File: src/rtl/pdu_timer_pkg.sv
// pdu_timer_pkg: shared types and default widths for the PDU down timer.
// Optional feature macro used by the timer: PDU_TIMER_EXPCNT_EN.
package pdu_timer_pkg;

   localparam int unsigned W_DEFAULT          = 20;
   localparam int unsigned PRESCALE_W_DEFAULT = 8;

   typedef enum logic {
      ST_IDLE = 1'b0,
      ST_RUN  = 1'b1
   } state_t;

   typedef enum logic {
      MODE_ONESHOT  = 1'b0,
      MODE_PERIODIC = 1'b1
   } mode_t;

   // Map the host's mode bit onto the mode encoding.
   function automatic mode_t to_mode(input logic periodic);
      return periodic ? MODE_PERIODIC : MODE_ONESHOT;
   endfunction

endpackage

File: src/rtl/pdu_tick_gen.sv
// pdu_tick_gen: prescale divider for the PDU down timer.
// Fires a single-cycle tick every p+1 enabled cycles; holds while disabled.
module pdu_tick_gen
   import pdu_timer_pkg::*;
#(
   parameter int unsigned PRESCALE_W = PRESCALE_W_DEFAULT
) (
   input  logic                  clk,
   input  logic                  rst,
   input  logic                  enable,
   input  logic                  clear,
   input  logic [PRESCALE_W-1:0] p,
   output logic                  tick
);

   localparam logic [PRESCALE_W-1:0] ONE = PRESCALE_W'(1);

   logic [PRESCALE_W-1:0] pcnt;
   logic                  at_term;

   // Terminal detect of the prescale counter against the divisor.
   always_comb begin
      at_term = (pcnt == p);
      tick    = enable && at_term;
   end

   // Prescale counter: cleared on load/stop, wraps to 0 on the tick edge.
   always_ff @(posedge clk or negedge rst) begin
      if (!rst) begin
         pcnt <= '0;
      end else if (clear) begin
         pcnt <= '0;
      end else if (enable) begin
         if (at_term) begin
            pcnt <= '0;
         end else begin
            pcnt <= pcnt + ONE;
         end
      end
   end

endmodule

File: src/rtl/pdu_down_timer.sv
// pdu_down_timer: loadable down-counting timer with one-shot/periodic modes.
// Optional feature: define PDU_TIMER_EXPCNT_EN to add the saturating
// expire_count output.
module pdu_down_timer
   import pdu_timer_pkg::*;
#(
   parameter int unsigned W          = W_DEFAULT,
   parameter int unsigned PRESCALE_W = PRESCALE_W_DEFAULT
) (
   input  logic                  clk,
   input  logic                  rst,
   input  logic                  load_valid,
   output logic                  load_ready,
   input  logic [W-1:0]          load_value,
   input  logic                  load_periodic,
   input  logic [PRESCALE_W-1:0] load_prescale,
   input  logic                  pause,
   input  logic                  stop,
   output logic [W-1:0]          cnt,
   output logic                  busy,
`ifdef PDU_TIMER_EXPCNT_EN
   output logic                  expire,
   output logic [W-1:0]          expire_count
`else
   output logic                  expire
`endif
);

   localparam logic [W-1:0] ONE = W'(1);

   state_t                state;
   mode_t                 mode;
   logic [W-1:0]          reload;
   logic [PRESCALE_W-1:0] prescale;

   logic load_accept;
   logic tick_en;
   logic tick_clr;
   logic tick;
   logic fire;

   // Handshake, tick-gen control and terminal-count detection.
   always_comb begin
      load_ready  = (state == ST_IDLE) && !stop;
      load_accept = load_valid && load_ready;
      busy        = (state == ST_RUN);
      tick_en     = (state == ST_RUN) && !pause;
      tick_clr    = load_accept || stop;
      fire        = (state == ST_RUN) && tick && !stop && (cnt == '0);
   end

   pdu_tick_gen #(
      .PRESCALE_W (PRESCALE_W)
   ) u_tick_gen (
      .clk    (clk),
      .rst    (rst),
      .enable (tick_en),
      .clear  (tick_clr),
      .p      (prescale),
      .tick   (tick)
   );

   // Timer FSM: stop beats load beats tick; expire is a registered pulse.
   always_ff @(posedge clk or negedge rst) begin
      if (!rst) begin
         state    <= ST_IDLE;
         mode     <= MODE_ONESHOT;
         cnt      <= '0;
         reload   <= '0;
         prescale <= '0;
         expire   <= 1'b0;
      end else begin
         expire <= 1'b0;
         if (stop) begin
            if (state == ST_RUN) begin
               state <= ST_IDLE;
               cnt   <= '0;
            end
         end else if (load_accept) begin
            cnt      <= load_value;
            reload   <= load_value;
            mode     <= to_mode(load_periodic);
            prescale <= load_prescale;
            state    <= ST_RUN;
         end else if ((state == ST_RUN) && tick) begin
            if (cnt != '0) begin
               cnt <= cnt - ONE;
            end else begin
               expire <= 1'b1;
               if (mode == MODE_PERIODIC) begin
                  cnt <= reload;
               end else begin
                  state <= ST_IDLE;
               end
            end
         end
      end
   end

`ifdef PDU_TIMER_EXPCNT_EN
   // Saturating count of expire pulses since the last accepted load.
   always_ff @(posedge clk or negedge rst) begin
      if (!rst) begin
         expire_count <= '0;
      end else if (load_accept) begin
         expire_count <= '0;
      end else if (fire && (expire_count != '1)) begin
         expire_count <= expire_count + ONE;
      end
   end
`else
   logic unused_fire;
   // Terminal detect only feeds the optional expire counter.
   always_comb unused_fire = fire;
`endif

endmodule

File: config.mk
export PLATFORM = sky130hd
export DESIGN_NAME = pdu_down_timer
export DESIGN_NICKNAME = d
export VERILOG_FILES = /design/src/rtl/pdu_timer_pkg.sv /design/src/rtl/pdu_tick_gen.sv /design/src/rtl/pdu_down_timer.sv
export SDC_FILE = /design/constraint.sdc
export NUM_CORES = 1
export LEC_CHECK = 0
export BUFFER_PORTS_ARGS = -buffer_cell sky130_fd_sc_hd__buf_2
export CAP_MARGIN = 20
export CORE_MARGIN = 2
export CORE_UTILIZATION = 51
export DETAILED_ROUTE_END_ITERATION = 10
export PLACE_DENSITY = 0.79
export SLEW_MARGIN = 15
export SYNTH_ARGS = -nofsm -noshare
export SYNTH_HDL_FRONTEND = slang
export SYNTH_HIERARCHICAL = 1
export SYNTH_SLANG_ARGS = --single-unit
File: constraint.sdc
create_clock -name clk -period 3 [get_ports clk]
set_input_delay 0.6 -clock clk [delete_from_list [all_inputs] [get_ports clk]]
set_output_delay 0.6 -clock clk [all_outputs]
set_load 0.1 [all_outputs]
==> impl_metrics.csv, run 1 <==
group,metric,value,unit
run_status,status,"completed",
layout,nNetsFinal,470,
layout,fill_cells,540,
job,max_cap_violations,0,
pwr,powerDensity,834,nW/um^2
layout,drive_above_1_share,23.7,%
layout,diodes,0,
floorplan,core,6390,um^2
pwr,power.total,3.30,mW
clock_tree,cts.clk_slew.worst_paths,0.07,ns
worst_setup_path,reg2reg_from,"u_tick_gen/pcnt[4]$_DFFE_PN0P_",
floorplan,pin_count,57,
route,vias,2980,
sta,max_freq,0.386,GHz
floorplan,die_h,85.6,um
route,drc,0,
clock_tree,cts_max_path_buffers,2,
global_routing,grt.total_usage,24.5,%
synth,ys_async_sr_fraction,100,%
clock_tree,cts_hold_buf,0,
route,ant_nets,0,
worst_setup_path,path_max_fanout,5,
floorplan,initial_core_util,53.1,%
hold_path,worstHoldPathType,"input pin to asynchronous set/reset pin",
clock_tree,cts_tree,"yes",
sta,slew_headroom,57.5,%
clock_tree,cts_made_buffers,9,
route,drt_iter0_drc,169,
placed_design,place_congestion,0.847,
sta,setup_tns,0,ns
clock_tree,cts_sinks,59,
clock_tree,clkLatencyLatePin,0.35,ns
worst_setup_path,critPathMaxStageDelay,0.51,ns
sta,timing.final.crit_share,86.3,%
synth,synth_warnings,6,
floorplan,dieArea,7320,um^2
worst_setup_path,crit_chain,"xor2_1 -> nor4_4 -> and3_2 -> nand3_1 -> a21oi_1 -> o21ai_0 -> a211oi_1 -> a221o_1",
clock_tree,post-cts-setup-buffer-count,0,
worst_setup_path,required,3.29,ns
global_routing,grt_pass1_vias,2883,
sta,worstMarginPinSlew,0.632,ns
synth,netlist_area,3390,um^2
pwr,max-vdd-ir-drop,0.000646,V
sta,min_period,2.59,ns
sta,finalHoldViolCount,0,
worst_setup_path,path_class,"flop to flop",
sta,setup_viol,0,
floorplan,rows,29,
global_routing,grt_max_degree,60,
clock_tree,cts_resized,0,
worst_setup_path,critPathLaunch,"u_tick_gen/pcnt[4]$_DFFE_PN0P_",
clock_tree,cts-root-buf,"clkbuf_8",
worst_setup_path,cp-end-kind,"flop",
synth,synthDistinctLibCells,68,
worst_setup_path,start_kind,"flop",
route,wirelength,8.30,mm
synth,synth_nets,411,
synth,syn_area_per_cell,9.07,um^2
worst_setup_path,slowest_stage,"a21oi_1",
placed_design,hpwlAfterDp,5.78,mm
floorplan,die_w,85.6,um
synth,syn_inst,374,
route,post_drt_wl_per_cell,16.1,um
worst_setup_path,reg2reg_depth,8,
clock_tree,h-tree-depth,3,
layout,syn_to_final_growth,16.7,%
synth,yosysSeqAreaShare,43.5,%
route,drtPass1Iterations,4,
synth,synth_edf_count,0,
sta,slew_viol_final,0,
synth,synth_ff_type,"dfrtp_1",
pwr,p_leak,1.96,nW
global_routing,grt_pass1_wl,14.0,mm
global_routing,overflow,0,
synth,synth-seq-cells,59,
sta,rsz0062_at_grt,"no",
worst_setup_path,cp.arrival,2.88,ns
global_routing,antenna_found_initial,0,
placed_design,io_buffers,56,
sta,skew,0.00550,ns
route,routed_via_density,5.79,
## cells in the final DEF, fill, tap and decap left out, types with 4 or more instances in the layout
cell type	count
xor2_1	15
mux2i_1	4
nand2_1	104
nor2_1	22
buf_4	6
inv_1	5
o31ai_1	5
clkbuf_8	12
or3_1	6
o311ai_1	8
a211oi_1	6
dfrtp_1	59
xnor2_1	6
a21oi_1	17
nand3_1	6
buf_2	56
a21o_1	4
nand4_1	4
o21ai_0	9
## worst max-delay path: cells and delay by family (launching register included)
family	cells	cell delay [ns]
XOR/XNOR	1	0.18
flip-flops	1	0.43
AND/OR/NAND/NOR	3	0.77
AO/OA/AOI/OAI	4	1.16
## power breakdown
group	leakage [nW]	switching, mW	total [mW]	internal, mW
logic	1.09	1.01	1.39	0.377
clock network	0.108	0.330	0.779	0.448
registers	0.757	0.189	1.14	0.946
## path summary, 6_finish.rpt
kind / slack [ns] / end
setup / recovery: 0.41 / cnt[12]$_DFFE_PN0P_
hold reg to reg: 0.48 / reload[19]$_DFFE_PN0P_
hold / removal: 0.24 / cnt[9]$_DFFE_PN0P_
min in group clk: 0.44 / prescale[0]$_DFFE_PN0P_
setup reg to reg: 0.41 / cnt[12]$_DFFE_PN0P_
max in group asynchronous: 2.49 / prescale[1]$_DFFE_PN0P_
## kinds of logic after synthesis
kind of cell | count (synthesis) | synth area share (%)
adders and majority gates | 3 | 1.11
buffers and inverters | 20 | 3.25
DFF | 59 | 43.5
muxes | 4 | 1.18
xor gates and xnor gates | 21 | 5.42
AOI/OAI and AO/OA | 82 | 17.6
and+or+nand+nor | 185 | 28.0
## per-layer routing
metal  up-vias  track usage (%)  part of all wire, %  wire (um)
met5         -                0                    0          0
met4         0             8.95                  1.7        138
met3        13             6.35                  5.9        490
met2        82             37.3                   47       3930
met1      1437             33.8                   45       3740
li1       1448                -                    -          -
## state kept, by name, indices dropped and copies added, names as in the netlist
| register | cells |
|---|---|
| cnt | 20 |
| u_tick_gen/pcnt | 8 |
| busy | 1 |
| mode | 1 |
| prescale | 8 |
| expire | 1 |
| reload | 20 |
## synthesized netlist by cell type, drive strengths merged (4+ instances only)
cell	instances	area share, %
a21oi	17	2.5
or3	6	1.1
xor2	15	3.9
nand3	6	0.89
o31ai	5	1.1
xnor2	6	1.5
a211oi	6	1.3
nand4	4	0.74
nand2	105	12
mux2i	4	1.2
nor2	24	3.1
a21o	5	1.1
nor3b	5	1.3
nor4	6	2.8
inv	5	0.55
dfrtp	59	44
o311ai	8	2.1
buf	12	2.4
o21ai	10	1.6
or2	4	0.81
## stage by stage
| step | setup WS, ns | util [%] | instances | hold WS, ns | instance area [um^2] |
|---|---|---|---|---|---|
| floorplan | 0.183 | - | 374 | 0.304 | 3390 |
| global placement | 0.606 | 58.7 | 499 | 0.454 | 3750 |
| detailed placement | 0.506 | 58.7 | 499 | 0.461 | 3750 |
| CTS | 0.485 | 62.0 | 515 | 0.260 | 3960 |
| global route | 0.265 | 62.0 | 515 | 0.267 | 3960 |
| finish | 0.411 | 62.0 | 515 | 0.243 | 3960 |
## cell type report
type	count	area (um^2)	area share, %
Clock buffer	12	165	4.17
Clock inverter	4	47.5	1.20
Inverter	5	18.8	0.474
Multi-Input combinational cell	295	1810	45.7
Sequential cell	59	1480	37.3
Tap cell	77	96.3	2.43
Timing Repair Buffer	63	345	8.72
No activity file was read; power rests on OpenSTA's default activity.
==> inputs of run 2 (changes only) <==
- CELL_PAD_IN_SITES_DETAIL_PLACEMENT: not set -> 0
- CELL_PAD_IN_SITES_GLOBAL_PLACEMENT: not set -> 1
- CORE_UTILIZATION: 51 -> 43
- PLACE_DENSITY: 0.79 -> 0.86
==> run 2 against run 1 <==
Effect of this change:
- die area is 18% higher
- final cell count grew 5.2%
- non-clock buffer count up 2
- setup slack better by 0.12 ns
- flip-flop and latch count stayed put
- critical path depth is the same
- sequential power barely moved
- largest cell class unchanged
- count of clock-buffer cells in the layout down 1
- register-to-register slack better by 0.12 ns
- critical path type unchanged
- combinational power about the same
- routed wire length increased by 4.5%
- clock power up 15%
==> impl_metrics.csv, run 2 (synthesized netlist as in run 1, its figures left out) <==
group,metric,value,unit
layout,fin_cells,542,
worst_setup_path,cp-end-kind,"flop",
sta,finalHoldViolCount,0,
global_routing,grt_max_degree,48,
sta,setup_viol,0,
floorplan,die_w,92.8,um
clock_tree,cts_resized,0,
sta,setup_tns,0,ns
floorplan,core,7690,um^2
clock_tree,cts.clk_slew.worst_paths,0.07,ns
global_routing,overflow,0,
global_routing,grt.total_usage,21.1,%
layout,syn_to_final_growth,18.6,%
job,max_cap_violations,0,
worst_setup_path,cp_top_family,"compound AO/OA/AOI/OAI gates",
route,drt_iter0_drc,201,
floorplan,dieArea,8610,um^2
worst_setup_path,cp.arrival,2.75,ns
placed_design,io_buffers,56,
sta,max_freq,0.406,GHz
sta,slew_viol_final,0,
clock_tree,h-tree-depth,3,
sta,timing.final.crit_share,82.2,%
clock_tree,cts_max_path_buffers,2,
global_routing,grt_pass1_wl,14.4,mm
route,drc,0,
sta,worstMarginPinSlew,0.611,ns
worst_setup_path,start_kind,"flop",
sta,min_period,2.47,ns
sta,skew,0.00754,ns
pwr,powerDensity,853,nW/um^2
worst_setup_path,critPathMaxStageDelay,0.43,ns
clock_tree,cts-root-buf,"clkbuf_8",
layout,diodes,0,
pwr,p_leak,1.98,nW
layout,nNetsFinal,472,
layout,layout_common_cells,"nand2_1, dfrtp_1, buf_2",
global_routing,grt_pass1_vias,2896,
sta,slew_headroom,58.9,%
clock_tree,cts_hold_buf,0,
route,wirelength,8.68,mm
worst_setup_path,path_max_fanout,5,
sta,rsz0062_at_grt,"no",
placed_design,place_congestion,0.895,
worst_setup_path,crit_chain,"xor2_1 -> nor4_4 -> and3_2 -> nand3_1 -> a21oi_1 -> o21ai_0 -> a211oi_1 -> a221o_1",
worst_setup_path,slowest_stage,"dfrtp_1",
global_routing,antenna_found_initial,0,
layout,final_common_cell,"nand2_1",
floorplan,rows,32,
clock_tree,clkLatencyLatePin,0.34,ns
floorplan,initial_core_util,44.1,%
run_status,status,"completed",
route,vias,2985,
layout,finish.utilization,52.3,%
clock_tree,cts_sinks,59,
route,routed_via_density,5.51,
worst_setup_path,required,3.29,ns
route,post_drt_wl_per_cell,16.0,um
placed_design,dp_cells,526,
route,ant_nets,0,
clock_tree,post-cts-setup-buffer-count,0,
floorplan,pin_count,57,
hold_path,worstHoldPathType,"input pin to asynchronous set/reset pin",
layout,drive_above_1_share,23.9,%
clock_tree,cts_made_buffers,9,
placed_design,hpwlAfterDp,6.11,mm
worst_setup_path,crit_buf_inv,0,
clock_tree,cts_tree,"yes",
route,drtPass1Iterations,4,
floorplan,die_h,92.8,um
layout,reg_top3,"cnt: 20 flops, reload: 20 flops",
worst_setup_path,path_class,"flop to flop",
pwr,max-vdd-ir-drop,0.000491,V
## run 2: final timing paths
kind / slack (ns) / cells after the start / startpoint / end
worst max-delay path: 0.53 / 8 / u_tick_gen/pcnt[4]$_DFFE_PN0P_ / cnt[12]$_DFFE_PN0P_
worst min-delay path: 0.23 / 1 / rst / reload[15]$_DFFE_PN0P_
worst max register to register: 0.53 / 8 / u_tick_gen/pcnt[4]$_DFFE_PN0P_ / cnt[12]$_DFFE_PN0P_
worst min register to register: 0.47 / 2 / reload[16]$_DFFE_PN0P_ / reload[16]$_DFFE_PN0P_
max in group asynchronous: 2.04 / 2 / rst / cnt[4]$_DFFE_PN0P_
min in group clk: 0.44 / 3 / load_prescale[7] / prescale[7]$_DFFE_PN0P_
## run 2: layout make-up
class / instances / area, um^2
Multi-Input combinational cell: 295 / 1810
Tap cell: 102 / 128
Clock buffer: 11 / 141
Timing Repair Buffer: 65 / 348
Inverter: 5 / 18.8
Sequential cell: 59 / 1480
Fill cell: 757 / 3660
Clock inverter: 5 / 100
## run 2: per-layer routing
metal | GRT usage, % | wire [um]
met5 | 0 | 0
met4 | 8.70 | 152
met3 | 3.66 | 532
met2 | 32.2 | 3920
met1 | 29.7 | 4070
## run 2: power by group
group / switching, mW / leakage, nW / internal, mW
Combinational: 1.02 / 1.10 / 0.377
Clock: 0.324 / 0.123 / 0.572
Sequential: 0.196 / 0.757 / 0.946
Total: 1.54 / 1.98 / 1.89
## run 2: per-stage QoR
| stage | hold slack, ns | area [um^2] | setup WS [ns] | power (mW) |
|---|---|---|---|---|
| 6_report | 0.234 | 4020 | 0.534 | 3.43 |
| 5_1_grt | 0.267 | 4020 | 0.351 | 3.61 |
| 3_5_place_dp | 0.464 | 3780 | 0.575 | 2.54 |
| 3_3_place_gp | 0.455 | 3780 | 0.608 | 2.52 |
| 4_1_cts | 0.248 | 4020 | 0.530 | 3.45 |
| 2_1_floorplan | 0.304 | 3390 | 0.183 | 2.26 |
==> inputs of run 3 (changes only) <==
- ABC_AREA: not set -> 1
- CORE_UTILIZATION: 43 -> 36
- PLACE_DENSITY: 0.86 -> 0.82
- clock period: 3 -> 2.1 ns (I/O delays scaled with it)
==> run 3 against run 2 <==
Effect of this change:
- setup slack got worse by 0.32 ns
- routed wire length rose by 8.5%
- global-route usage shrank 2.5 points
- first-iteration DRC count rose by 3.0%
- non-clock buffer count rose by 19
- maximum frequency is 31% higher
- critical path type unchanged
- highest routed layer unchanged
==> impl_metrics.csv, run 3 <==
group,metric,value,unit
clock_tree,cts_tree,"yes",
placed_design,place_congestion,0.810,
route,ant_nets,0,
route,drt_iter0_drc,207,
layout,nNetsFinal,636,
synth,yosysSeqAreaShare,42.1,%
synth,yosysTopAreaCellShare,42.1,%
sta,setup_tns,0,ns
synth,synth_ff_type,"dfrtp_1",
synth,ys_top_cells_by_count,"nand2_1, dfrtp_1, nor2_1",
route,vias,3394,
placed_design,hpwlAfterDp,6.67,mm
worst_setup_path,cp-end-kind,"flop",
synth,synth_xor_area_share,2.74,%
synth,synth_edf_count,0,
worst_setup_path,critPathLaunch,"u_tick_gen/pcnt[0]$_DFFE_PN0P_",
floorplan,pin_count,57,
sta,max_freq,0.531,GHz
route,met2_length,4.35,mm
synth,syn_inst,516,
synth,syn_area_per_cell,6.80,um^2
worst_setup_path,cp_common_cell,"nand2_1",
synth,synth-simple-area-share,40.6,%
worst_setup_path,reg2reg_from,"u_tick_gen/pcnt[0]$_DFFE_PN0P_",
worst_setup_path,crit_chain,"inv_1 -> nand2_1 -> nand2_1 -> nand2_1 -> nor2_2 -> nand3_2 -> inv_1 -> nand2_1 -> inv_1 -> nor2_1 -> a21oi_4 -> buf_12 -> o31ai_4 -> nand2_1 -> nand2_1",
synth,yosys.cell_count.top_type,"nand2_1",
global_routing,overflow,0,
route,post_drt_wl_per_cell,12.8,um
global_routing,grt_max_degree,38,
worst_setup_path,path_class,"flop to flop",
synth,synth_compound_gate_area_share,5.74,%
layout,reg_top3,"cnt: 20 flops, reload: 20 flops",
floorplan,die_w,103,um
layout,layout_common_cells,"nand2_1, buf_2, dfrtp_1",
worst_setup_path,cp.arrival,2.11,ns
route,drtPass1Iterations,7,
clock_tree,cts_max_path_buffers,2,
clock_tree,cts_made_buffers,9,
synth,synth.largest_area_cell,"dfrtp_1",
synth,synthTopCellsByArea,"dfrtp_1, nand2_1, nor2_1, inv_1, nand3_1",
synth,synth_warnings,6,
layout,fill_cells,1042,
run_status,status,"completed",
sta,skew,0.00967,ns
floorplan,core,9640,um^2
floorplan,die_h,103,um
clock_tree,h-tree-depth,3,
synth,netlist_area,3510,um^2
worst_setup_path,crit_buf_inv,4,
synth,ys_async_sr_fraction,100,%
global_routing,antenna_found_initial,0,
global_routing,grt_pass1_vias,3132,
clock_tree,cts_sinks,59,
layout,seq_area,1480,um^2
floorplan,dieArea,10600,um^2
clock_tree,cts-root-buf,"clkbuf_8",
synth,synth_fa_ha_area_share,1.07,%
layout,diodes,0,
placed_design,io_buffers,56,
synth,muxShareOfSynthArea,0,%
sta,timing.final.crit_share,89.6,%
sta,slew_headroom,47.4,%
worst_setup_path,path_max_fanout,5,
synth,synth_nets,553,
sta,finalHoldViolCount,0,
route,wirelength,9.42,mm
worst_setup_path,cp_top_family,"simple AND/OR/NAND/NOR gates",
sta,slew_viol_final,0,
synth,synth-seq-cells,59,
route,routed_via_density,4.61,
synth,synthDistinctLibCells,27,
global_routing,grt.total_usage,18.6,%
floorplan,initial_core_util,36.4,%
route,highest_layer,"met4",
layout,drive_above_1_share,21.7,%
sta,worstMarginPinSlew,0.790,ns
layout,multi_input_area,1860,um^2
clock_tree,clkLatencyLatePin,0.34,ns
worst_setup_path,start_kind,"flop",
worst_setup_path,required,2.33,ns
route,met3_length,401,um
sta,setup_viol,0,
hold_path,worstHoldPathType,"input pin to asynchronous set/reset pin",
floorplan,rows,36,
clock_tree,cts_hold_buf,0,
worst_setup_path,slowest_stage,"dfrtp_1",
route,drc,0,
route,wl_met1,4.52,mm
layout,syn_to_final_growth,25.5,%
job,max_cap_violations,0,
sta,min_period,1.88,ns
layout,final_common_cell,"nand2_1",
synth,synth_top_family_by_area,"simple AND/OR/NAND/NOR gates",
worst_setup_path,critPathMaxStageDelay,0.43,ns
global_routing,grt_pass1_wl,15.1,mm
worst_setup_path,r2r_slack,0.22,ns
sta,rsz0062_at_grt,"no",
clock_tree,cts.clk_slew.worst_paths,0.07,ns
[run 3: cells by family after synthesis]
family | after synthesis
XOR/XNOR | 11
flip-flops | 59
adder cells (fa/ha/maj) | 3
buffers and inverters | 64
AND/OR/NAND/NOR | 342
AO/OA/AOI/OAI | 37
[run 3: metrics by stage]
step           setup WS [ns]  hold WS [ns]  cells  util, %  cell area [um^2]
2_1_floorplan        0.00209         0.124    516        -              3540
3_3_place_gp           0.130         0.458    717     42.7              4110
3_5_place_dp          0.0626         0.460    717     42.7              4110
4_1_cts              0.00560         0.181    732     44.7              4310
5_1_grt               0.0147         0.199    736     45.7              4410
6_report               0.217         0.159    736     45.7              4410
[run 3: path summary, 6_finish.rpt]
kind | depth (start not counted) | endpoint
min reg2reg | 2 | reload[18]$_DFFE_PN0P_
min | 1 | reload[19]$_DFFE_PN0P_
max | 15 | cnt[11]$_DFFE_PN0P_
max reg2reg | 15 | cnt[11]$_DFFE_PN0P_
min in group clk | 3 | prescale[1]$_DFFE_PN0P_
max in group asynchronous | 2 | cnt[5]$_DFFE_PN0P_
[run 3: final cells by class]
cell class                      instances  area share, %
Timing Repair Buffer                   84           11.7
Sequential cell                        59           33.7
Tap cell                              133           3.78
Multi-Input combinational cell        396           42.3
Clock buffer                           13           3.61
Inverter                               49           4.17
Clock inverter                          2          0.795
[run 3: what timing repair did]
item	in CTS	in global routing
resized for setup	0	7
buffers inserted	0	1
setup endpoints to repair	0	20
[run 3: metal layers]
metal  global-route usage [%]  vias to the layer above
met5                        0                        -
met4                     5.36                        0
met3                     5.29                       13
met2                     29.5                       65
met1                     24.9                     1554
li1                         -                     1762
[run 3: worst register-to-register path, stage by stage, from the launching register on]
cell     delay (ns)
dfrtp_1        0.43
inv_1          0.10
nand2_1        0.05
nand2_1        0.05
nand2_1        0.06
nor2_2         0.15
nand3_2        0.10
inv_1          0.06
nand2_1        0.08
inv_1          0.09
nor2_1         0.07
a21oi_4        0.13
buf_12         0.14
o31ai_4        0.11
nand2_1        0.10
nand2_1        0.06
Power of run 3 is not shown: default switching activity piles up to over one toggle a cycle in this logic, so the estimate is an artifact.
